## src/rtl/afisor_bcd_7seg.sv

```systemverilog
`default_nettype none
// ============================================================================
//  Module      : afisor_bcd_7seg
//  Description : Multiplexed driver for a 4-digit common-anode 7-segment
//                display. It scans one digit per slot, decodes BCD to
//                segments, lights the decimal point after the minutes,
//                can blank a leading minutes-tens zero, and can blink the
//                whole display.
//  Revision    : 1.0 - initial release
// ============================================================================
module afisor_bcd_7seg #(
    parameter int DIV         = 100000,
    parameter int BLANK       = 4,
    parameter int BLINK_SCANS = 125
) (
    input  logic       clk,
    input  logic       reseteaza,
    input  logic [3:0] BCD0,
    input  logic [3:0] BCD1,
    input  logic [3:0] BCD2,
    input  logic [3:0] BCD3,
    input  logic       stingere_zero,
    input  logic       clipire,
    output logic [3:0] anod,
    output logic [6:0] catod,
    output logic       dp
);

    localparam int CW = (DIV > 1) ? $clog2(DIV) : 1;
    localparam int NW = (BLINK_SCANS > 1) ? $clog2(BLINK_SCANS) : 1;

    localparam logic [CW-1:0] C_CNT_LAST   = CW'(DIV - 1);
    localparam logic [CW-1:0] C_BLANK      = CW'(BLANK);
    localparam logic [NW-1:0] C_SCAN_LAST  = NW'(BLINK_SCANS - 1);
    localparam logic [6:0]    C_SEG_OFF    = 7'b1111111;

    logic [CW-1:0] cnt_q, cnt_d;
    logic [1:0]    idx_q, idx_d;
    logic [NW-1:0] nscan_q, nscan_d;
    logic          faza_q, faza_d;

    logic [3:0]    anod_q, anod_d;
    logic [6:0]    catod_q, catod_d;
    logic          dp_q, dp_d;

    logic [3:0]    bcd_sel;
    logic [6:0]    seg_dec;
    logic          blank_now;

    // Select the BCD digit belonging to the slot currently being scanned
    always_comb begin
        bcd_sel = BCD0;
        case (idx_q)
            2'd0:    bcd_sel = BCD0;
            2'd1:    bcd_sel = BCD1;
            2'd2:    bcd_sel = BCD2;
            default: bcd_sel = BCD3;
        endcase
    end

    // BCD to active-low {g,f,e,d,c,b,a}; invalid codes show a dash
    always_comb begin
        seg_dec = 7'b0111111;
        case (bcd_sel)
            4'd0:    seg_dec = 7'b1000000;
            4'd1:    seg_dec = 7'b1111001;
            4'd2:    seg_dec = 7'b0100100;
            4'd3:    seg_dec = 7'b0110000;
            4'd4:    seg_dec = 7'b0011001;
            4'd5:    seg_dec = 7'b0010010;
            4'd6:    seg_dec = 7'b0000010;
            4'd7:    seg_dec = 7'b1111000;
            4'd8:    seg_dec = 7'b0000000;
            4'd9:    seg_dec = 7'b0010000;
            default: seg_dec = 7'b0111111;
        endcase
    end

    // Prescaler, digit index and blink counters; slot-end, scan-end and
    // blink toggle all resolve on the same edge
    always_comb begin
        cnt_d   = cnt_q + 1'b1;
        idx_d   = idx_q;
        nscan_d = nscan_q;
        faza_d  = faza_q;
        if (cnt_q == C_CNT_LAST) begin
            cnt_d = '0;
            idx_d = idx_q + 2'd1;
            if (idx_q == 2'd3) begin
                if (nscan_q == C_SCAN_LAST) begin
                    nscan_d = '0;
                    faza_d  = ~faza_q;
                end else begin
                    nscan_d = nscan_q + 1'b1;
                end
            end
        end
    end

    // Next output values from the current slot position and live inputs
    always_comb begin
        blank_now = (cnt_q < C_BLANK) || (clipire && faza_q);
        anod_d    = 4'b1111;
        catod_d   = C_SEG_OFF;
        dp_d      = 1'b1;
        if (!blank_now) begin
            anod_d = ~(4'b0001 << idx_q);
            dp_d   = (idx_q != 2'd2);
            if (!((idx_q == 2'd3) && stingere_zero && (BCD3 == 4'd0))) begin
                catod_d = seg_dec;
            end
        end
    end

    // State and output registers with synchronous reset
    always_ff @(posedge clk) begin
        if (reseteaza) begin
            cnt_q   <= '0;
            idx_q   <= 2'd0;
            nscan_q <= '0;
            faza_q  <= 1'b0;
            anod_q  <= 4'b1111;
            catod_q <= C_SEG_OFF;
            dp_q    <= 1'b1;
        end else begin
            cnt_q   <= cnt_d;
            idx_q   <= idx_d;
            nscan_q <= nscan_d;
            faza_q  <= faza_d;
            anod_q  <= anod_d;
            catod_q <= catod_d;
            dp_q    <= dp_d;
        end
    end

    assign anod  = anod_q;
    assign catod = catod_q;
    assign dp    = dp_q;

endmodule
`default_nettype wire

```

## config.mk

```make
export PLATFORM = sky130hd
export DESIGN_NAME = afisor_bcd_7seg
export DESIGN_NICKNAME = d
export VERILOG_FILES = /design/src/rtl/afisor_bcd_7seg.sv
export SDC_FILE = /design/constraint.sdc
export NUM_CORES = 1
export LEC_CHECK = 0
export CAP_MARGIN = 15
export CELL_PAD_IN_SITES_DETAIL_PLACEMENT = 0
export CELL_PAD_IN_SITES_GLOBAL_PLACEMENT = 2
export CORE_MARGIN = 2
export CORE_UTILIZATION = 32
export DETAILED_ROUTE_END_ITERATION = 16
export PLACE_DENSITY = 0.82
export REMOVE_ABC_BUFFERS = 1
export SLEW_MARGIN = 25
export SYNTH_ARGS = -nofsm -noshare
export SYNTH_HDL_FRONTEND = slang
export SYNTH_SLANG_ARGS = --single-unit
```

## constraint.sdc

```tcl
create_clock -name clk -period 5.5 [get_ports clk]
set_clock_uncertainty 0.15 [all_clocks]
set_input_delay 1.65 -clock clk [delete_from_list [all_inputs] [get_ports clk]]
set_output_delay 1.65 -clock clk [all_outputs]
set_load 0.01 [all_outputs]
```

Yosys cells after proc, flatten, opt, wreduce, memory -nomap -nowiden
Memories as Yosys holds them, arrays and structs flattened. A register that Yosys moved wholly into a read port is not among the register bits.
Cells that the tools add are included.

word-level totals
  register bits = 32
  ROM bits = 112
  input bits = 20
  output and inout bits = 12
  word-level logic and storage cells = 33
  memories = 1

operators by class
  add/sub/neg operators = 3
  order comparisons = 1
  eq/ne operators = 6
  shift operators = 1
  multiplexer cells = 2
  bitwise gates (word level) = 2
  reductions and logical operators = 11

memories
  name             depth  bits a word  read ports  clocked after Yosys merged registers in  write ports  RTL line  source
  (no name shown)  16     7            1           1                                        0            64        case (bcd_sel)

operators with widths
  operator                 number
  $add A17 B1 Y17 const B  1
  $eq A17 B17 Y1 const B   1
  $lt A17 B3 Y1 const B    1
  $pmux W4 S3              1
  $add A7 B1 Y7 const B    1
  $eq A7 B7 Y1 const B     1
  $mux W7                  1
  $eq A2 B2 Y1 const B     2
  $logic_not A4 Y1         1
  $not A4 Y4               1
  $reduce_or A2 Y1         2
  $shl A1 B2 Y4 const A    1
  $logic_and A1 B1 Y1      3
  $reduce_and A3 Y1        1
  $reduce_or A3 Y1         1
  $add A2 B1 Y2 const B    1
  $eq A2 B1 Y1 const B     1
  $logic_not A2 Y1         1
  $ne A2 B2 Y1 const B     1
  $reduce_and A2 Y1        1
  $logic_or A1 B1 Y1       1
  $not A1 Y1               1

Logic depth before layout (Yosys ltp)
Gate-level depths: netlist (run 1).

  depth after elaboration = 4
  mapped depth = 8
  mapped depth without buffers = 8

Worst setup path before layout (run 1)
OpenSTA, ideal clock, no wires.

  path type = input to register
  start point = input BCD0[1]
  end point = register catod_q[3] (netlist: catod[3])
  library setup time = 133 ps
  arrival = 2709 ps
  data required time = 5217 ps
  setup slack = 2508 ps
  stages = 6
  buffers on the path = 0
  cells stage by stage = a222oi_1 > mux2_2 > inv_1 > ha_1 > a21o_1 > nand4_1

on the way
  longest elaborated chain between the ends = 1

RTL lines
  what         RTL line  source
  from (decl)  18        input logic [3:0] BCD0,
  $pmux W4 S3  53        case (idx_q)
  to (decl)    43        logic [6:0] catod_q, catod_d;

Every way passes these cells.
A chain may end at the register's enable or synchronous reset.

Final worst setup path (run 1)
Ends and elaborated chain as after synthesis.

==> run_results.csv, run 1 <==
group,metric,value,unit
setup_path,required,5.50,ns
power_and_ir_drop,power_density,229,nW/um^2
power_and_ir_drop,irDropWorstVdd,0.0982,mV
grt,grt_max_degree,18,
setup_path,crit_path_start_kind,"input pin",
setup_path,critPathArrivalTime,3.25,ns
grt,globalRouteTotalUtil,13.3,%
logic_synthesis,synth_edf_count,0,
logic_synthesis,ys.flop_type,"dfxtp_1",
grt,grt_pass1_wl,6.96,mm
timing,period_minus_slack,3.25,ns
run_status,status,"complete, no violations",
setup_path,cp-end-kind,"register",
power_and_ir_drop,p_leak,0.863,nW
layout,final_layout_size_suffix_gt1_share,6.80,%
logic_synthesis,synthTopCellsByCount,"38 x dfxtp_1, 18 x a21oi_1, 14 x inv_1, 14 x o21ai_0, 13 x nor2_1",
place,dpl.hpwl,2.95,mm
logic_synthesis,syn-cell-area,1960,sq um
run,maxCapViolations,0,
floorplanning,io_pins,32,
layout,design_area,2420,sq um
detailed_routing,vias_per_cell,5.10,
detailed_routing,vias,1659,
timing,slew_violations,0,
logic_synthesis,asyncSetResetFlopFracSynth,0,%
logic_synthesis,yosysSeqAreaShare,38.8,%
floorplanning,die_area,6760,sq um
timing,slew_headroom,67.1,%
logic_synthesis,yosysMostFrequentCell,"dfxtp_1",
clock_network,clk_latency,0.29,ns
floorplanning,floorplan.initialDensity,33.1,%
floorplanning,coreArea,5920,sq um
detailed_routing,drc,0,
logic_synthesis,synth_top_cell_area_share,38.8,%
setup_path,worstSetupStartpoint,"BCD0[1]",
detailed_routing,firstDrtPassIters,4,
detailed_routing,wl_met1,2.07,mm
timing,timing.fmax,0.308,GHz
timing,rsz0062_at_grt,"no",
worst_hold_path,hold_start,"cnt_q[0]$_SDFF_PP0_",
timing,hold_viol_final,0,
logic_synthesis,yosysUniqueCellTypes,41,
clock_network,clockBufferDepth,2,
detailed_routing,ant_nets,0,
grt,grt_pass1_vias,1480,
logic_synthesis,synth_top_area_cell,"dfxtp_1",
grt,overflow,0,
logic_synthesis,synth_area_leaders,"dfxtp_1 39%, ha_1 7.0%, a21oi_1 4.6%, o21ai_0 3.6%, xor2_1 3.6%",
grt,antenna_found_initial,0,
timing,fin_setup_tns,0,ns
detailed_routing,wl_met3,211,microns
clock_network,cts_setup_buffers,0,
worst_hold_path,hold_path_class,"reg -> reg",
place,numPortBuffers,31,
detailed_routing,drt_iter0_drc,117,
detailed_routing,routed.top_layer,"met4",
logic_synthesis,synth_cells,220,
clock_network,hold_buffers,0,
setup_path,critPathKind,"in -> reg",
setup_path,worstPathMaxFanout,6,
timing,period_share,59.0,%
place,post_dp_cell_area,2310,sq um
floorplanning,die_y,82.2,microns
clock_network,cts_tree,"built",
clock_network,ctsHtreeMaxLevel,2,
layout,utilization,41.0,%
clock_network,cts_resized,0,
logic_synthesis,yosys_warnings,0,
clock_network,cts_sinks,38,
layout,syn_to_final_growth,23.8,%
detailed_routing,routed_wl,4.08,mm
power_and_ir_drop,p_total,556,uW
floorplanning,num_rows,28,
clock_network,cts_made_buffers,5,
timing,max_slew.worst_pin.slew,0.480,ns
detailed_routing,wl_per_cell,12.5,microns
timing,finalSetupViolations,0,
place,gp_congestion,0.778,
logic_synthesis,synth-seq-cells,38,
floorplanning,die_w,82.2,microns
layout,layout.nets,280,
setup_path,r2r-start,"idx_q[0]$_SDFFE_PP0P_",
clock_network,path_clk_slew,0.07,ns
detailed_routing,routed-wl-met2,1.77,mm
clock_network,cts-root-buf,"clkbuf_8",
layout,num_antenna_cells,0,
logic_synthesis,syn_avg_cell_area,8.90,sq um
cells by family after synthesis:
kind of cell / synth area share [%]
AO/OA/AOI/OAI: 15.8
multiplexers: 3.77
AND/OR/NAND/NOR: 25.0
XOR/XNOR: 4.47
flip-flops: 38.8
adder cells (fa/ha/maj): 7.03
buffers and inverters: 5.11
layout by cell type, fill, tap and decap left out, drive strengths merged:
| cell type | instances |
|---|---|
| dfxtp | 38 |
| clkdlybuf4s50 | 31 |
| a21oi | 18 |
| inv | 14 |
| o21ai | 14 |
| nor2 | 13 |
| nand3 | 13 |
| nand2 | 12 |
| ha | 11 |
| nand4 | 10 |
| xor2 | 8 |
| and3 | 7 |
| or3 | 6 |
| clkbuf | 6 |
| o31ai | 5 |
| and2 | 5 |
| a222oi | 4 |
| mux2i | 4 |
| or4 | 4 |
| mux2 | 3 |
| and4 | 3 |
| a211oi | 3 |
| nor4 | 3 |
| or4b | 2 |
| a21o | 2 |
| xnor2 | 2 |
| nor3 | 2 |
| nor4b | 1 |
| o221ai | 1 |
| o211ai | 1 |
| a32oi | 1 |
| a2111oi | 1 |
| bufinv | 1 |
| clkinvlp | 1 |
metrics by stage:
| stage | hold slack (ns) | cells | worst slack [ns] |
|---|---|---|---|
| after floorplan | 0.263 | 211 | 2.51 |
| after CTS | 0.295 | 325 | 2.25 |
| after global routing | 0.331 | 325 | 2.08 |
| after global placement | 0.269 | 317 | 1.94 |
| after detailed placement | 0.281 | 317 | 1.95 |
| final | 0.290 | 325 | 2.25 |
flip-flops by register name, summed over array words and instances, names as in the netlist:
signal   flops
anod         4
catod        7
cnt_q       17
faza_q       1
idx_q        2
nscan_q      7
report_power, final:
group          switching (mW)  total, mW  internal, mW
logic                  0.0182     0.0408        0.0226
clock network          0.0995      0.235         0.135
registers             0.00200      0.280         0.278
per-layer routing:
layer  vias to the layer above  track usage (%)
met5                         -                0
met4                         0             4.00
met3                         2             3.70
met2                        33             19.8
met1                       756             18.6
li1                        868                -
layout make-up:
| class | count | area (sq um) |
|---|---|---|
| fill | 602 | 3500 |
| clock buffer | 6 | 72.6 |
| tap | 75 | 93.8 |
| clock inverter | 2 | 37.5 |
| timing repair buffer | 31 | 310 |
| multi-input combinational | 159 | 1100 |
| inverter | 14 | 52.6 |
| sequential | 38 | 761 |
critical path: stages:
cell	delay, ns
clkdlybuf4s50_1	0.40
a222oi_1	0.33
mux2_2	0.27
inv_1	0.12
ha_1	0.29
a21o_1	0.11
nand4_1	0.09
path summary, 6_finish.rpt:
| check | endpoint | slack, ns | cells after the start |
|---|---|---|---|
| worst max-delay path | catod[3]$_SDFF_PP1_ | 2.25 | 7 |
| worst min-delay path | cnt_q[0]$_SDFF_PP0_ | 0.29 | 1 |
| worst max register to register | catod[3]$_SDFF_PP1_ | 3.23 | 8 |
| worst min register to register | cnt_q[0]$_SDFF_PP0_ | 0.29 | 1 |
Power figures use the tool's default switching activity.
==> inputs of run 2 (changes only) <==
Settings changed: CORE_UTILIZATION 32 to 29, PLACE_DENSITY 0.82 to 0.78.
Clock period 5.5 ns to 2.79 ns, I/O delays scaled along.
==> run 2 against run 1 <==
First-iteration DRC count decreased by 37%. Routed wire length increased by 4.2%. Global-route usage decreased by 0.99 points. Largest power group unchanged. Critical path depth unchanged. Clock-buffer cell count increased by 1.
==> run_results.csv, run 2 (synthesis results as in run 1) <==
group,metric,value,unit
setup_path,worstSetupStartpoint,"BCD0[1]",
clock_network,cts_setup_buffers,0,
layout,syn_to_final_growth,24.2,%
place,dpl.hpwl,3.14,mm
detailed_routing,firstDrtPassIters,5,
layout,finalNonFillerCells,330,
detailed_routing,ant_nets,0,
layout,regMostFlops,"cnt_q",
floorplanning,die_y,86.2,microns
timing,timing.fmax,0.421,GHz
setup_path,cp-end-kind,"register",
timing,fin_setup_tns,0,ns
run,maxCapViolations,0,
floorplanning,die_w,86.2,microns
detailed_routing,drc,0,
detailed_routing,routed_wl,4.25,mm
layout,largest_register_ffs,17,
grt,globalRouteTotalUtil,12.3,%
setup_path,cp-endpoint,"catod[1]$_SDFF_PP1_",
worst_hold_path,hold_path_class,"reg -> reg",
clock_network,cts_resized,0,
detailed_routing,drt_iter0_drc,74,
place,numPortBuffers,31,
floorplanning,coreArea,6420,sq um
layout,num_antenna_cells,0,
clock_network,hold_buffers,0,
run_status,status,"complete, no violations",
clock_network,cts_sinks,38,
power_and_ir_drop,irDropWorstVdd,0.169,mV
grt,overflow,0,
clock_network,clk_latency,0.29,ns
place,dp_cells,322,
setup_path,r2r_end,"catod[1]$_SDFF_PP1_",
grt,grt_max_degree,18,
clock_network,cts-root-buf,"clkbuf_8",
floorplanning,floorplan.initialDensity,30.5,%
setup_path,critPathArrivalTime,2.39,ns
floorplanning,num_rows,29,
grt,grt_pass1_wl,7.34,mm
setup_path,worstPathCellList,"clkdlybuf4s50_1, a222oi_1, mux2_2, inv_1, ha_1, a21oi_1, o221ai_1",
grt,grt_pass1_vias,1579,
grt,antenna_found_initial,0,
timing,period_share,85.2,%
place,gp_congestion,0.780,
timing,slew_headroom,66.5,%
timing,slew_violations,0,
setup_path,r2r-start,"idx_q[0]$_SDFFE_PP0P_",
layout,final_cell_mix,"38 x dfxtp_1, 31 x clkdlybuf4s50_1, 18 x a21oi_1, 14 x inv_1, 14 x o21ai_0",
setup_path,required,2.80,ns
power_and_ir_drop,power_density,424,nW/um^2
layout,utilization,37.9,%
setup_path,critPathKind,"in -> reg",
clock_network,cts_tree,"built",
layout,final_layout_size_suffix_gt1_share,7.91,%
setup_path,rr_worst_depth,8,
setup_path,cpMaxStageDelayCell,"clkdlybuf4s50_1",
setup_path,crit_path_start_kind,"input pin",
timing,period_minus_slack,2.38,ns
power_and_ir_drop,p_leak,0.874,nW
floorplanning,die_area,7430,sq um
detailed_routing,vias,1701,
layout,layout.nets,283,
timing,finalSetupViolations,0,
power_and_ir_drop,p_total,1.03,mW
detailed_routing,vias_per_cell,5.15,
detailed_routing,wl_per_cell,12.9,microns
layout,final_common_cell,"dfxtp_1",
setup_path,cpPeakStageDelay,0.39,ns
floorplanning,io_pins,32,
clock_network,clockBufferDepth,2,
setup_path,ff2ff_setup_slack,0.57,ns
timing,rsz0062_at_grt,"no",
timing,max_slew.worst_pin.slew,0.503,ns
clock_network,path_clk_slew,0.07,ns
setup_path,worstPathMaxFanout,6,
clock_network,ctsHtreeMaxLevel,2,
clock_network,cts_made_buffers,5,
timing,hold_viol_final,0,
==> run 2: cell count changes in the layout (fill, tap and decap cells not counted) <==
cell	delta
buf_4	+3
bufinv_16	-1
clkbuf_8	+1
clkinv_2	+1
clkinvlp_4	-1
==> run 2: worst min path at each step <==
stage	start	endpoint	cells after the start
finish	cnt_q[0]$_SDFF_PP0_	cnt_q[0]$_SDFF_PP0_	1
global route	cnt_q[0]$_SDFF_PP0_	cnt_q[0]$_SDFF_PP0_	1
CTS	cnt_q[0]$_SDFF_PP0_	cnt_q[0]$_SDFF_PP0_	1
detailed placement	cnt_q[0]$_SDFF_PP0_	cnt_q[0]$_SDFF_PP0_	1
global placement	cnt_q[0]$_SDFF_PP0_	cnt_q[0]$_SDFF_PP0_	1
floorplan	cnt_q[0]$_SDFF_PP0_	cnt_q[0]$_SDFF_PP0_	1
==> run 2: worst max-delay path, delay by kind of cell <==
| family | cells | cell delay, ns |
|---|---|---|
| AO/OA/AOI/OAI | 3 | 0.61 |
| adder cells (fa/ha/maj) | 1 | 0.23 |
| buffers and inverters | 2 | 0.49 |
| multiplexers | 1 | 0.23 |
==> run 2: metrics by stage <==
stage	hold WS (ns)	cell area (sq um)	setup slack [ns]
6_report	0.295	2430	0.413
5_1_grt	0.332	2430	0.288
4_1_cts	0.294	2430	0.403
3_5_place_dp	0.284	2340	0.0873
3_3_place_gp	0.273	2340	0.105
2_1_floorplan	0.263	1910	0.613
==> run 2: area by class of cell <==
cell class,instances,area [sq um]
fillers,659,3990
multi-input cells,159,1100
flip-flops and latches,38,761
repair buffers,34,333
well taps,77,96.3
clock buffers,7,86.3
inverters,14,52.6
clock inverters,1,5.00
==> run 2: power by group <==
part | switching [mW] | internal (mW) | total [mW]
Sequential | 0.00376 | 0.548 | 0.552
Combinational | 0.0374 | 0.0473 | 0.0846
Clock | 0.195 | 0.199 | 0.395
Total | 0.236 | 0.795 | 1.03
==> run 2: routing by layer <==
metal | vias to the layer above | share of wire [%] | wire [microns] | track usage, %
met2 | 26 | 44 | 1870 | 19.3
met5 | - | 0 | 0 | 0
met3 | 8 | 4.5 | 189 | 2.86
met1 | 796 | 50 | 2100 | 16.1
li1 | 871 | - | - | -
met4 | 0 | 2.0 | 85 | 5.54
==> inputs of run 3 (changes only) <==
Settings changed: SETUP_SLACK_MARGIN set to 0.05.
==> results of run 3 <==
Same layout as run 2: the final DEF is identical, and so are final timing and power.
==> patch 1: new RTL, settings of run 3 <==
The parameter `BLINK_SCANS` goes from 125 to 250.
--- a/src/rtl/afisor_bcd_7seg.sv
+++ b/src/rtl/afisor_bcd_7seg.sv
@@ -12,5 +12,5 @@
     parameter int DIV         = 100000,
     parameter int BLANK       = 4,
-    parameter int BLINK_SCANS = 125
+    parameter int BLINK_SCANS = 250
 ) (
     input  logic       clk,
Formal check against the unedited RTL: no difference found for any inputs over 10 cycles, from zero or initial values and one cycle with reseteaza high; that may be too few to reach the edited logic, so the function may still have changed.
==> patch 1 against run 3 <==
Combinational power is 0.9% higher. Synthesized area is 3.1% higher. Routed wire length is 9.0% higher. Fmax is 3.8% lower. Power is 1.3% lower. Final area is 2.6% higher. Via count is 5.3% higher. Sequential cell count is 1 higher. Setup slack worse by 0.094 ns. Critical path type unchanged. Critical endpoint unchanged. Largest cell class unchanged.
==> patch 1: results (changes against run 3) <==
* Worst skew pair latency at 0.28 ns
* Via count at 1792 (was 1701)
* Hold_ws at 0.2916 ns (was 0.2948 ns)
* Max stage delay on crit path at 0.47 ns (was 0.39 ns)
* Synth cell types at 49 (was 41)
* CTS Buffer Depth at 2 (unchanged)
* Filler cells at 694 (was 659)
* VDD IR max at 162.6 µV (was 169.0 µV)
* WL/cell at 13.49 µm (was 12.87 µm)
* Met2 global-route usage at 21.07% (was 19.31%)
* Final Power at 1.018 mW (was 1.032 mW)
* CP startpoint: BCD0[0] (was BCD0[1])
* Leak Pwr at 0.8796 nW (was 0.8743 nW)
* Setup ws final at 0.3190 ns (was 0.4128 ns)
* Syn_area_per_cell at 8.891 µm² (was 8.901 µm²)
* Switching power share of the total at 22.74% (was 22.91%)
* Initial DRC count at 100 (was 74)
* Vias per cell at 5.224 (was 5.155)
* Final #Nets at 293 (was 283)
* DP Cell Count at 335 (was 322)
* Worst-path clk slew at 0.07 ns (about the same)
* Clk. pwr at 0.367 mW (was 0.395 mW)
* Synth cell count leaders: dfxtp_1 (39), a21oi_1 (20), nand2_1 (13), nand3_1 (13) (was dfxtp_1 (38), a21oi_1 (18), inv_1 (14), o21ai_0 (14), nor2_1 (13))
* Core area at 0.006756 mm² (was 0.006422 mm²)
* Vias in the first global route at 1707 (was 1579)
* GPL Wtd Cong at 0.7557 (was 0.7800)
* DP Worst Slack at 0.03423 ns (was 0.08728 ns)
* Reg2reg setup slack at 0.54 ns (was 0.57 ns)
* First-pass GRT wire length at 8004 µm (was 7341 µm)
* M3 GR Usage at 3.697% (was 2.857%)
* Placed inst area at 0.002414 mm² (was 0.002340 mm²)
* Ratio of cells with drive above 1 in the final layout at 9.125% (was 7.905%)
* Status: finished clean (unchanged)
* Worst-Margin Slew at 0.6945 ns (was 0.5026 ns)
* Hpwl dp at 3402 µm (was 3137 µm)
[patch 1: kinds of logic after synthesis]
kind of cell / after synthesis / share of synthesized area (%)
AOI/OAI and AO/OA: 53 / 16.49
xor gates and xnor gates: 9 / 3.906
adders and majority gates: 11 / 6.819
buffers and inverters: 20 / 4.835
DFF: 39 / 38.69
muxes: 4 / 2.108
and+or+nand+nor: 91 / 27.16
[patch 1: final timing paths]
check                  end  depth (start not counted)
setup / recovery  catod[1]                          7
setup reg to reg  catod[5]                          8
hold / removal    cnt_q[0]                          1
hold reg to reg   cnt_q[0]                          1
[patch 1: critical path, delay by kind of cell]
kind	cells	cell delay, ns
fa+ha+maj	1	0.25
compound gates	4	0.77
buf+inv	2	0.60
[patch 1: area by class of cell]
type,count,share of cell area (%)
Multi-Input combinational cell,168,45.69
Sequential cell,39,31.29
Inverter,12,1.805
Clock buffer,7,3.059
Clock inverter,1,0.2006
Timing Repair Buffer,36,13.94
Tap cell,80,4.012
[patch 1: metal layers]
| metal | share of wire [%] | vias up | routed length [µm] |
|---|---|---|---|
| met4 | 0.78 | 0 | 36 |
| met3 | 5.7 | 2 | 263 |
| met1 | 50 | 831 | 2326 |
| li1 | - | 920 | - |
| met2 | 43 | 39 | 2002 |
| met5 | 0 | - | 0 |
[patch 1: through the flow]
step           setup TNS (ns)  util (%)
2_1_floorplan               0         -
3_3_place_gp        -0.003364     35.72
3_5_place_dp                0     35.72
4_1_cts                     0     36.93
5_1_grt                     0     36.93
6_report                    0     36.93
==> patch 2: new RTL, flow settings as in run 3 <==
Made on the original files. Put one more register stage on the output `dp`, cleared by the reset. The value now appears one clock later. The other outputs are not delayed to match.
--- a/src/rtl/afisor_bcd_7seg.sv
+++ b/src/rtl/afisor_bcd_7seg.sv
@@ -136,5 +136,11 @@
     assign anod  = anod_q;
     assign catod = catod_q;
-    assign dp    = dp_q;
+    always_ff @(posedge clk) begin
+        if (reseteaza) begin
+            dp <= '0;
+        end else begin
+            dp <= dp_q;
+        end
+    end
 
 endmodule
Function: changed (a bounded check fails within 4 cycles, from zero or initial values and one cycle with reseteaza high).
==> patch 2 against run 3 <==
Global-route usage rose by 0.090 points. Sequential cell count rose by 1. Critical path type unchanged. Routed wire length rose by 1.4%. Via count fell by 0.12%. Synthesized area rose by 1.3%. Setup slack improved by 0.0022 ns. Power rose by 11%. Fmax barely moved. First-iteration DRC count rose by 9.5%. Final area rose by 2.6%. Critical endpoint unchanged.
==> patch 2: results (changes against run 3) <==
* Status: finished clean (unchanged)
* IO buf count at 31 (unchanged)
* VDD IR max at 163.3 µV (was 169.0 µV)
* Dominant cells by area after synthesis: dfxtp_1 (39%), ha_1 (6.9%), a21oi_1 (4.5%), o21ai_0 (3.5%), xor2_1 (3.5%) (was dfxtp_1 (39%), ha_1 (7.0%), a21oi_1 (4.6%), o21ai_0 (3.6%), xor2_1 (3.6%))
* P_comb at 0.0875 mW (was 0.0846 mW)
* Total Routing Usage GR at 12.38% (was 12.29%)
* Max reg flops at 17 (unchanged)
* Filler cells at 694 (was 659)
* Hold_ws at 0.2909 ns (was 0.2948 ns)
* Ratio of cells with drive above 1 in the final layout at 8.594% (was 7.905%)
* Postcts setup bufs at 0 (unchanged)
* Design Area, Final at 0.002495 mm² (was 0.002431 mm²)
* Reg2reg setup slack at 0.55 ns (was 0.57 ns)
* Syn_area_per_cell at 8.939 µm² (was 8.901 µm²)
* Placed inst area at 0.002377 mm² (was 0.002340 mm²)
* Initial DRC count at 81 (was 74)
* Met1 Usage GRT at 15.86% (was 16.06%)
* Via count at 1699 (was 1701)
* Vias in the first global route at 1593 (was 1579)
* M3 GR Usage at 3.429% (was 2.857%)
* CTS Buffer Depth at 2 (unchanged)
* CP arrival at around 2.4 ns
* DP Cell Count at 328 (was 322)
* Fin crit period at 2.375 ns (was 2.377 ns)
* Post-cts resize count at 0 (unchanged)
* GPL Wtd Cong at 0.7674 (was 0.7800)
* Psw at 0.2399 mW (was 0.2363 mW)
* Met2 global-route usage at 20.00% (was 19.31%)
* Hpwl dp at 3100 µm (was 3137 µm)
* Vias per cell at 5.057 (was 5.155)
* Synth cell types at 42 (was 41)
* Worst-Margin Slew at 0.4492 ns (was 0.5026 ns)
* Drt pass-1 iters at 6 (was 5)
* Seq/Total Area, Yosys at 39.34% (was 38.85%)
* Synth cell count leaders: dfxtp_1 (39), a21oi_1 (18), inv_1 (14), o21ai_0 (14), nor2_1 (13) (was dfxtp_1 (38), a21oi_1 (18), inv_1 (14), o21ai_0 (14), nor2_1 (13))
* Final #Nets at 286 (was 283)
* First-pass GRT wire length at 7355 µm (was 7341 µm)
* Final Power at 1.142 mW (was 1.032 mW)
* Hold EP: cnt_q[0] (unchanged)
* Leak Pwr at 0.9021 nW (was 0.8743 nW)
* Capture point of the critical path: catod[1] (unchanged)
* WL/cell at 12.82 µm (was 12.87 µm)
* CP startpoint: BCD0[1] (unchanged)
* Clock power share at 42.7% (was 38.3%)
* DP Worst Slack at 0.1256 ns (was 0.08728 ns)
[patch 2: changes by cell type in the layout (fill, tap and decap cells not counted)]
cell,before,now
clkbuf_1,1,0
buf_4,3,4
bufinv_16,0,1
dfxtp_1,38,39
nor2b_1,0,1
[patch 2: per-layer routing]
layer / routed length, µm / vias to the layer above
li1: - / 883
met1: 2150 / 784
met2: 1926 / 27
met3: 187 / 5
met4: 44 / 0
met5: 0 / -
[patch 2: cell type report]
cell class / instances / share of cell area [%]
clock inverters: 2 / 1.404
clock buffers: 6 / 3.310
inverters: 14 / 2.106
repair buffers: 35 / 13.64
multi-input cells: 160 / 44.23
well taps: 80 / 4.012
flip-flops and latches: 39 / 31.29
[patch 2: cell families (layout without fill, tap and decap cells)]
kind of cell,count (synthesis),after routing,share of synthesized area [%]
AOI/OAI and AO/OA,50,50,15.57
xor gates and xnor gates,10,10,4.414
adders and majority gates,11,11,6.936
buffers and inverters,23,57,5.044
DFF,39,39,39.34
muxes,7,7,3.720
and+or+nand+nor,82,82,24.97
